==> src/rtl/cnn_pkg.sv <==
// Shared types and constants for the convolution MAC / pooling stage.
// Holds the FSM state enum, command bit positions and default sizes.
package cnn_pkg;

    typedef enum logic [1:0] {
        IDLE,
        ACCUM,
        MAX,
        OUT
    } state_t;

    localparam int CMD_POOL     = 7;
    localparam int CMD_RELU     = 6;
    localparam int CMD_SHIFT_HI = 3;
    localparam int CMD_SHIFT_LO = 0;

    localparam int DEF_ACC_W = 24;
    localparam int DEF_KTAPS = 9;

endpackage

==> src/rtl/mac_lane.sv <==
// One signed multiply-accumulate lane: bias load or acc += {0,pix} * weight.
// Ports: clk, reset (sync, high), load, mac, bias, pix, weight -> acc.
module mac_lane
    import cnn_pkg::*;
#(
    parameter int ACC_W      = DEF_ACC_W,
    parameter int BIAS_SHIFT = 0
) (
    input  logic                    clk,
    input  logic                    reset,
    input  logic                    load,
    input  logic                    mac,
    input  logic [7:0]              bias,
    input  logic [7:0]              pix,
    input  logic [7:0]              weight,
    output logic signed [ACC_W-1:0] acc
);

    logic signed [16:0]      prod;
    logic signed [ACC_W-1:0] prod_x;
    logic signed [ACC_W-1:0] bias_x;

    // Pixel is unsigned: zero-extend it, sign-extend the weight.
    assign prod = $signed({9'd0, pix}) *
                  $signed({{9{weight[7]}}, weight});

    assign prod_x = {{(ACC_W-17){prod[16]}}, prod};
    assign bias_x = {{(ACC_W-8){bias[7]}}, bias} <<< BIAS_SHIFT;

    always_ff @(posedge clk) begin
        if (reset) begin
            acc <= '0;
        end else if (load) begin
            acc <= bias_x;
        end else if (mac) begin
            acc <= acc + prod_x;
        end
    end

endmodule

==> src/rtl/conv_mac_pool.sv <==
// Four-lane conv MAC with optional 2x2 max-pool, ReLU, shift and saturation.
// Inputs: clk, reset, in_valid/first/last, in_p0..3, in_param, addr_clr.
// Outputs: in_ready, res_valid, res_data, res_addr, err (sticky).
// Option macro CONV_MAC_POOL_ROUND_EN: round half up before the shift.
module conv_mac_pool
    import cnn_pkg::*;
#(
    parameter int KTAPS      = DEF_KTAPS,
    parameter int ACC_W      = DEF_ACC_W,
    parameter int BIAS_SHIFT = 0,
    parameter int OUT_DEPTH  = 65536
) (
    input  logic        clk,
    input  logic        reset,
    input  logic        in_valid,
    output logic        in_ready,
    input  logic        in_first,
    input  logic        in_last,
    input  logic [7:0]  in_p0,
    input  logic [7:0]  in_p1,
    input  logic [7:0]  in_p2,
    input  logic [7:0]  in_p3,
    input  logic [7:0]  in_param,
    input  logic        addr_clr,
    output logic        res_valid,
    output logic [7:0]  res_data,
    output logic [15:0] res_addr,
    output logic        err
);

    localparam int          TW        = 8;
    localparam logic [15:0] ADDR_LAST = 16'(OUT_DEPTH - 1);

    localparam logic signed [ACC_W:0] Q_U8_HI = 255;
    localparam logic signed [ACC_W:0] Q_S8_HI = 127;
    localparam logic signed [ACC_W:0] Q_S8_LO = -128;

    state_t                  state;
    logic [TW-1:0]           tap_cnt;
    logic                    pool_en;
    logic                    relu_en;
    logic [3:0]              shift;
    logic [1:0]              rem;
    logic                    accept;
    logic                    load;
    logic                    mac;
    logic [7:0]              pix [4];
    logic signed [ACC_W-1:0] acc [4];
    logic signed [ACC_W-1:0] hold [3];
    logic signed [ACC_W-1:0] acc_max;

    assign in_ready = (state == IDLE) || (state == ACCUM);
    assign accept   = in_valid && in_ready;
    assign load     = accept && in_first;
    assign mac      = accept && (state == ACCUM) && !in_first && !in_last;

    assign pix[0] = in_p0;
    assign pix[1] = in_p1;
    assign pix[2] = in_p2;
    assign pix[3] = in_p3;

    for (genvar i = 0; i < 4; i++) begin : g_lane
        mac_lane #(
            .ACC_W      (ACC_W),
            .BIAS_SHIFT (BIAS_SHIFT)
        ) u_lane (
            .clk    (clk),
            .reset  (reset),
            .load   (load),
            .mac    (mac),
            .bias   (in_param),
            .pix    (pix[i]),
            .weight (in_param),
            .acc    (acc[i])
        );
    end

    always_comb begin
        acc_max = acc[0];
        for (int i = 1; i < 4; i++) begin
            if (acc[i] > acc_max) begin
                acc_max = acc[i];
            end
        end
    end

    // Requantise one accumulator to a byte; one guard bit absorbs rounding.
    function automatic logic [7:0] quant(
        input logic signed [ACC_W-1:0] a,
        input logic [3:0]              sh,
        input logic                    relu
    );
        logic signed [ACC_W:0] x;
`ifdef CONV_MAC_POOL_ROUND_EN
        logic signed [ACC_W:0] half;
`endif
        x = {a[ACC_W-1], a};
`ifdef CONV_MAC_POOL_ROUND_EN
        half = '0;
        if (sh != 4'd0) begin
            half[sh - 4'd1] = 1'b1;
        end
        x = x + half;
`endif
        x = x >>> sh;
        if (relu) begin
            if (x < 0) begin
                quant = 8'h00;
            end else if (x > Q_U8_HI) begin
                quant = 8'hFF;
            end else begin
                quant = x[7:0];
            end
        end else begin
            if (x < Q_S8_LO) begin
                quant = 8'h80;
            end else if (x > Q_S8_HI) begin
                quant = 8'h7F;
            end else begin
                quant = x[7:0];
            end
        end
    endfunction

    always_ff @(posedge clk) begin
        if (reset) begin
            state     <= IDLE;
            tap_cnt   <= '0;
            pool_en   <= 1'b0;
            relu_en   <= 1'b0;
            shift     <= '0;
            rem       <= '0;
            hold      <= '{default: '0};
            res_valid <= 1'b0;
            res_data  <= '0;
            res_addr  <= '0;
            err       <= 1'b0;
        end else begin
            if (addr_clr) begin
                res_addr <= '0;
            end else if (res_valid) begin
                res_addr <= (res_addr == ADDR_LAST) ? 16'd0
                                                    : res_addr + 16'd1;
            end

            unique case (state)
                IDLE: begin
                    if (accept) begin
                        if (in_first) begin
                            tap_cnt <= '0;
                            state   <= ACCUM;
                            if (in_last) begin
                                err <= 1'b1;
                            end
                        end else begin
                            err <= 1'b1;
                        end
                    end
                end
                ACCUM: begin
                    if (accept) begin
                        if (in_first) begin
                            // Restart from the new bias; window was broken.
                            tap_cnt <= '0;
                            err     <= 1'b1;
                        end else if (in_last) begin
                            pool_en <= in_p0[CMD_POOL];
                            relu_en <= in_p0[CMD_RELU];
                            shift   <= in_p0[CMD_SHIFT_HI:CMD_SHIFT_LO];
                            state   <= MAX;
                            if (tap_cnt != TW'(KTAPS)) begin
                                err <= 1'b1;
                            end
                        end else if (tap_cnt != '1) begin
                            // Saturate so an overlong window never aliases.
                            tap_cnt <= tap_cnt + 1'b1;
                        end
                    end
                end
                MAX: begin
                    res_valid <= 1'b1;
                    res_data  <= quant(pool_en ? acc_max : acc[0],
                                       shift, relu_en);
                    hold[0]   <= acc[1];
                    hold[1]   <= acc[2];
                    hold[2]   <= acc[3];
                    rem       <= pool_en ? 2'd0 : 2'd3;
                    state     <= OUT;
                end
                OUT: begin
                    if (rem != 2'd0) begin
                        res_data <= quant(hold[0], shift, relu_en);
                        hold[0]  <= hold[1];
                        hold[1]  <= hold[2];
                        rem      <= rem - 2'd1;
                    end else begin
                        res_valid <= 1'b0;
                        state     <= IDLE;
                    end
                end
                default: state <= IDLE;
            endcase
        end
    end

endmodule

==> config.mk <==
export PLATFORM = sky130hd
export DESIGN_NAME = conv_mac_pool
export DESIGN_NICKNAME = d
export VERILOG_FILES = /design/src/rtl/cnn_pkg.sv /design/src/rtl/mac_lane.sv /design/src/rtl/conv_mac_pool.sv
export SDC_FILE = /design/constraint.sdc
export NUM_CORES = 2
export LEC_CHECK = 0
export CAP_MARGIN = 20
export CORE_UTILIZATION = 24
export DETAILED_ROUTE_END_ITERATION = 7
export GPL_ROUTABILITY_DRIVEN = 0
export PLACE_DENSITY_LB_ADDON = 0.08
export SYNTH_ARGS = -nofsm -noshare
export SYNTH_HDL_FRONTEND = slang
export SYNTH_HIERARCHICAL = 1
export SYNTH_SLANG_ARGS = --single-unit
==> constraint.sdc <==
create_clock -name clk -period 9.4 [get_ports clk]
set_clock_uncertainty 0.1 [all_clocks]
set_input_delay 0.94 -clock clk [delete_from_list [all_inputs] [get_ports clk]]
set_output_delay 0.94 -clock clk [all_outputs]
set_load 0.005 [all_outputs]
==> flow_metrics.tcl <==
set metrics [dict create \
    worst_r2r_path_depth 48 \
    failing_checks "negative setup slack" \
    report.final.slew_viol_count 0 \
    share_comb_of_total_power_pct 77.8 \
    clock_path_buffers 3 \
    clkTransAtPathRegs_ns 0.06 \
    avgRoutedWirePerCell_um 20.6 \
    synth-warning-count 6 \
    period_share_pct 101 \
    tightestPinTransition_ns 1.07 \
    postLayoutSetupSlackWorst_ns -0.0618 \
    finalSetupViolations 8 \
    switching_share_pct 49.7 \
    grt_start_max_net_pins 105 \
    fmax_ghz 0.106 \
    final_layout_net_count 4237 \
    hpwl_um 84600 \
    num-fill-cells 12700 \
    mappedNetlistNets 4018 \
    synth.top_cells.by_area "sky130_fd_sc_hd__ha_1 17%, sky130_fd_sc_hd__dfxtp_1 15%, sky130_fd_sc_hd__fa_1 15%" \
    dpl_worst_slack_ns -0.472 \
    top_library_cells_by_usage_in_the_layout_fill_and_taps_aside "372 x sky130_fd_sc_hd__ha_1, 333 x sky130_fd_sc_hd__inv_1, 321 x sky130_fd_sc_hd__nor2_1, 288 x sky130_fd_sc_hd__nand2_1, 253 x sky130_fd_sc_hd__buf_4" \
    fraction_of_final_layout_cells_with_drive_strength_greater_than_1_pct 13.6 \
    cpPeakStageDelay_ns 0.60 \
    cts_num_sinks 212 \
    dr.first_iter.drc_count 1379 \
    synth_enable_flop_cells 0 \
    area_growth_syn_to_layout_pct 19.7 \
    critical_path.reg2reg.endpoint "res_data[3]" \
    mappedNetlistArea_sq_um 28200 \
    ff_latch_area_sq_um 4260 \
    io_pins 73 \
    grt_pass1_wl_um 162000 \
    area_share_of_the_largest_cell_type_after_synthesis_pct 16.9 \
    max-vdd-ir-drop_mv 0.277 \
    hp-class "flop to flop" \
    setup.worst_path.start "g_lane[0].u_lane/acc[20]" \
    crit_end "res_data[3]" \
    critical_path_arrival_ns 9.84 \
    fin_crit_ns 9.46 \
    regToRegSetupSlack_ns -0.06 \
    mean_instance_size_in_the_synthesized_netlist_sq_um 8.33 \
    die_w_um 345 \
    grtUsageTotal_pct 17.8 \
    via_per_inst 4.82 \
    seq_area_frac_synth_pct 15.0 \
    cellPowerDensity_nw_per_um2 331 \
    slew_headroom_pct 27.6 \
    report.power.total_mw 11.2 \
    synth_cells 3385 \
    clock_tree.htree_level_count 1 \
    area_enclosed_by_the_die_boundary_sq_um 119000 \
    netlist.top_cell.by_area "sky130_fd_sc_hd__ha_1" \
    floorplan.initialDensity_pct 24.2 \
    route.vias.total 24800 \
    mostFrequentLayoutCell "sky130_fd_sc_hd__ha_1" \
    max_stage_delay_cell_worst_path "sky130_fd_sc_hd__or4_1" \
    netlist-cell-type-count 109 \
    wl_um 106000 \
    cellLeakagePower_nw 14.8 \
    tritoncts "built" \
    power_frac_seq_pct 12.0 \
    p_sw_mw 5.55 \
    max-cap-violations 0 \
    synth_async_sr_flop_share_pct 0 \
    detailedRoute.firstPassIterationCount 5 \
    die_height_um 345 \
    dominantRegCellSynth "sky130_fd_sc_hd__dfxtp_1" \
    clock_power_share_pct 10.2 \
    multiInputGateArea_sq_um 22500 \
    worst_ep_required_time_ns 9.77 \
    timing_hold_violations_final 0 \
    cts-buffers-inserted 29 \
    grt.overflow.total 0 \
    core.rowCount 125 \
    run_status "complete, but fails checks" \
    floorplan.core_area_sq_um 116000 \
    drc_errors 0 \
    timing.rr.start "g_lane[0].u_lane/acc[20]" \
    clock_latency_ns 0.59 \
    root_buffer "sky130_fd_sc_hd__clkbuf_16" \
    timing.critical_path.fanout_max 10 \
    critical_path_class "flop to flop" \
    unrepaired_setup_endpoints_after_global_routing "true" \
    port_buffers 72 \
    critical_path_capture_point_type "flop" \
    cellInternalPower_mw 5.62 \
    synth-seq-cells 212 \
    route.antenna.remaining_nets 0 \
    grt_pass1_vias 25000 \
    grt_antenna_before_repair 4 \
    timing.critical_path.from_type "flop" \
]
synth_stat cells, types with 33 or more instances:
cell type / number
sky130_fd_sc_hd__inv_1: 336
sky130_fd_sc_hd__a21o_1: 39
sky130_fd_sc_hd__fa_1: 207
sky130_fd_sc_hd__nor2b_1: 43
sky130_fd_sc_hd__a21oi_1: 247
sky130_fd_sc_hd__o21ai_0: 120
sky130_fd_sc_hd__ha_1: 380
sky130_fd_sc_hd__nand3_1: 39
sky130_fd_sc_hd__o21a_1: 33
sky130_fd_sc_hd__nor2_1: 325
sky130_fd_sc_hd__nor3_1: 41
sky130_fd_sc_hd__mux2i_1: 166
sky130_fd_sc_hd__clkbuf_1: 108
sky130_fd_sc_hd__nand2_1: 291
sky130_fd_sc_hd__xnor2_1: 54
sky130_fd_sc_hd__a211oi_1: 79
sky130_fd_sc_hd__and2_1: 128
sky130_fd_sc_hd__dfxtp_1: 212
metal layers:
layer	vias to the layer above	part of all wire, %	global-route usage (%)
met2	365	44	27.9
met1	12000	52	27.0
met3	71	2.3	1.09
met4	0	1.7	2.82
li1	12400	-	-
met5	-	0	0
repair_timing:
item / in CTS / in global routing
cloned: 0 / 3
setup endpoints to repair: 8 / 8
setup buffers: 3 / 13
hold endpoints to repair: 0 / 0
pin swaps: 14 / 39
gates resized for setup: 31 / 70
hold buffers: 0 / 0
area by class of cell:
cell class,count,share of cell area [%]
antenna,3,0.0222
clock buffer,42,2.50
clock inverter,12,0.356
inverter,339,3.77
multi-input combinational,2683,66.7
sequential,212,12.6
tap,1524,5.65
timing repair buffer,339,8.39
power by group through the flow:
stage | clock network, mW | registers (mW) | logic (mW)
6_report | 1.14 | 1.34 | 8.69
5_1_grt | 1.21 | 1.37 | 9.67
4_1_cts | 1.18 | 1.34 | 8.19
3_5_place_dp | 0 | 1.36 | 8.00
3_3_place_gp | 0 | 1.36 | 8.07
2_1_floorplan | 0 | 1.26 | 5.23
state kept, by name, summed over array words and instances (netlist names):
register           cells
err                    1
g_lane.u_lane/acc     96
hold                  72
pool_en                1
relu_en                1
rem                    2
res_addr              16
res_data               8
res_valid              1
shift                  4
state                  2
tap_cnt                8
worst max-delay path: cells and delay by family, from the launching register on:
kind	cells	cell delay [ns]
flip-flops	1	0.33
multiplexers	4	0.93
adder cells (fa/ha/maj)	3	0.79
buffers and inverters	8	1.08
AO/OA/AOI/OAI	17	3.37
AND/OR/NAND/NOR	16	2.73
stage by stage:
step	area (sq um)	util [%]	cells	setup TNS [ns]	hold WS [ns]
finish	33800	29.0	5154	-0.367	0.361
global route	33800	29.0	5151	-4.89	0.395
CTS	33300	28.6	5136	0	0.360
detailed placement	32200	27.7	5079	-3.15	0.351
global placement	32200	27.7	5079	-2.54	0.353
floorplan	28300	-	3385	0	0.332
how the worst min path moves through the flow:
stage	to	cells past startpoint	from
CTS	rem[1]	2	rem[1]
detailed placement	rem[1]	2	rem[1]
global route	rem[1]	2	rem[1]
global placement	rem[1]	2	rem[1]
finish	rem[1]	2	rem[1]
floorplan	rem[1]	2	rem[1]
logic make-up (layout without fill, tap and decap cells):
logic type | count (synthesis) | count (layout) | synth area share [%]
buffers and inverters | 490 | 732 | 6.70
other | 0 | 3 | 0
AO/OA/AOI/OAI | 784 | 784 | 18.7
AND/OR/NAND/NOR | 1023 | 1023 | 17.3
flip-flops | 212 | 212 | 15.0
multiplexers | 204 | 204 | 8.02
XOR/XNOR | 85 | 85 | 2.67
adder cells (fa/ha/maj) | 587 | 587 | 31.5
Note: power is estimated with default switching activity, not from simulation.
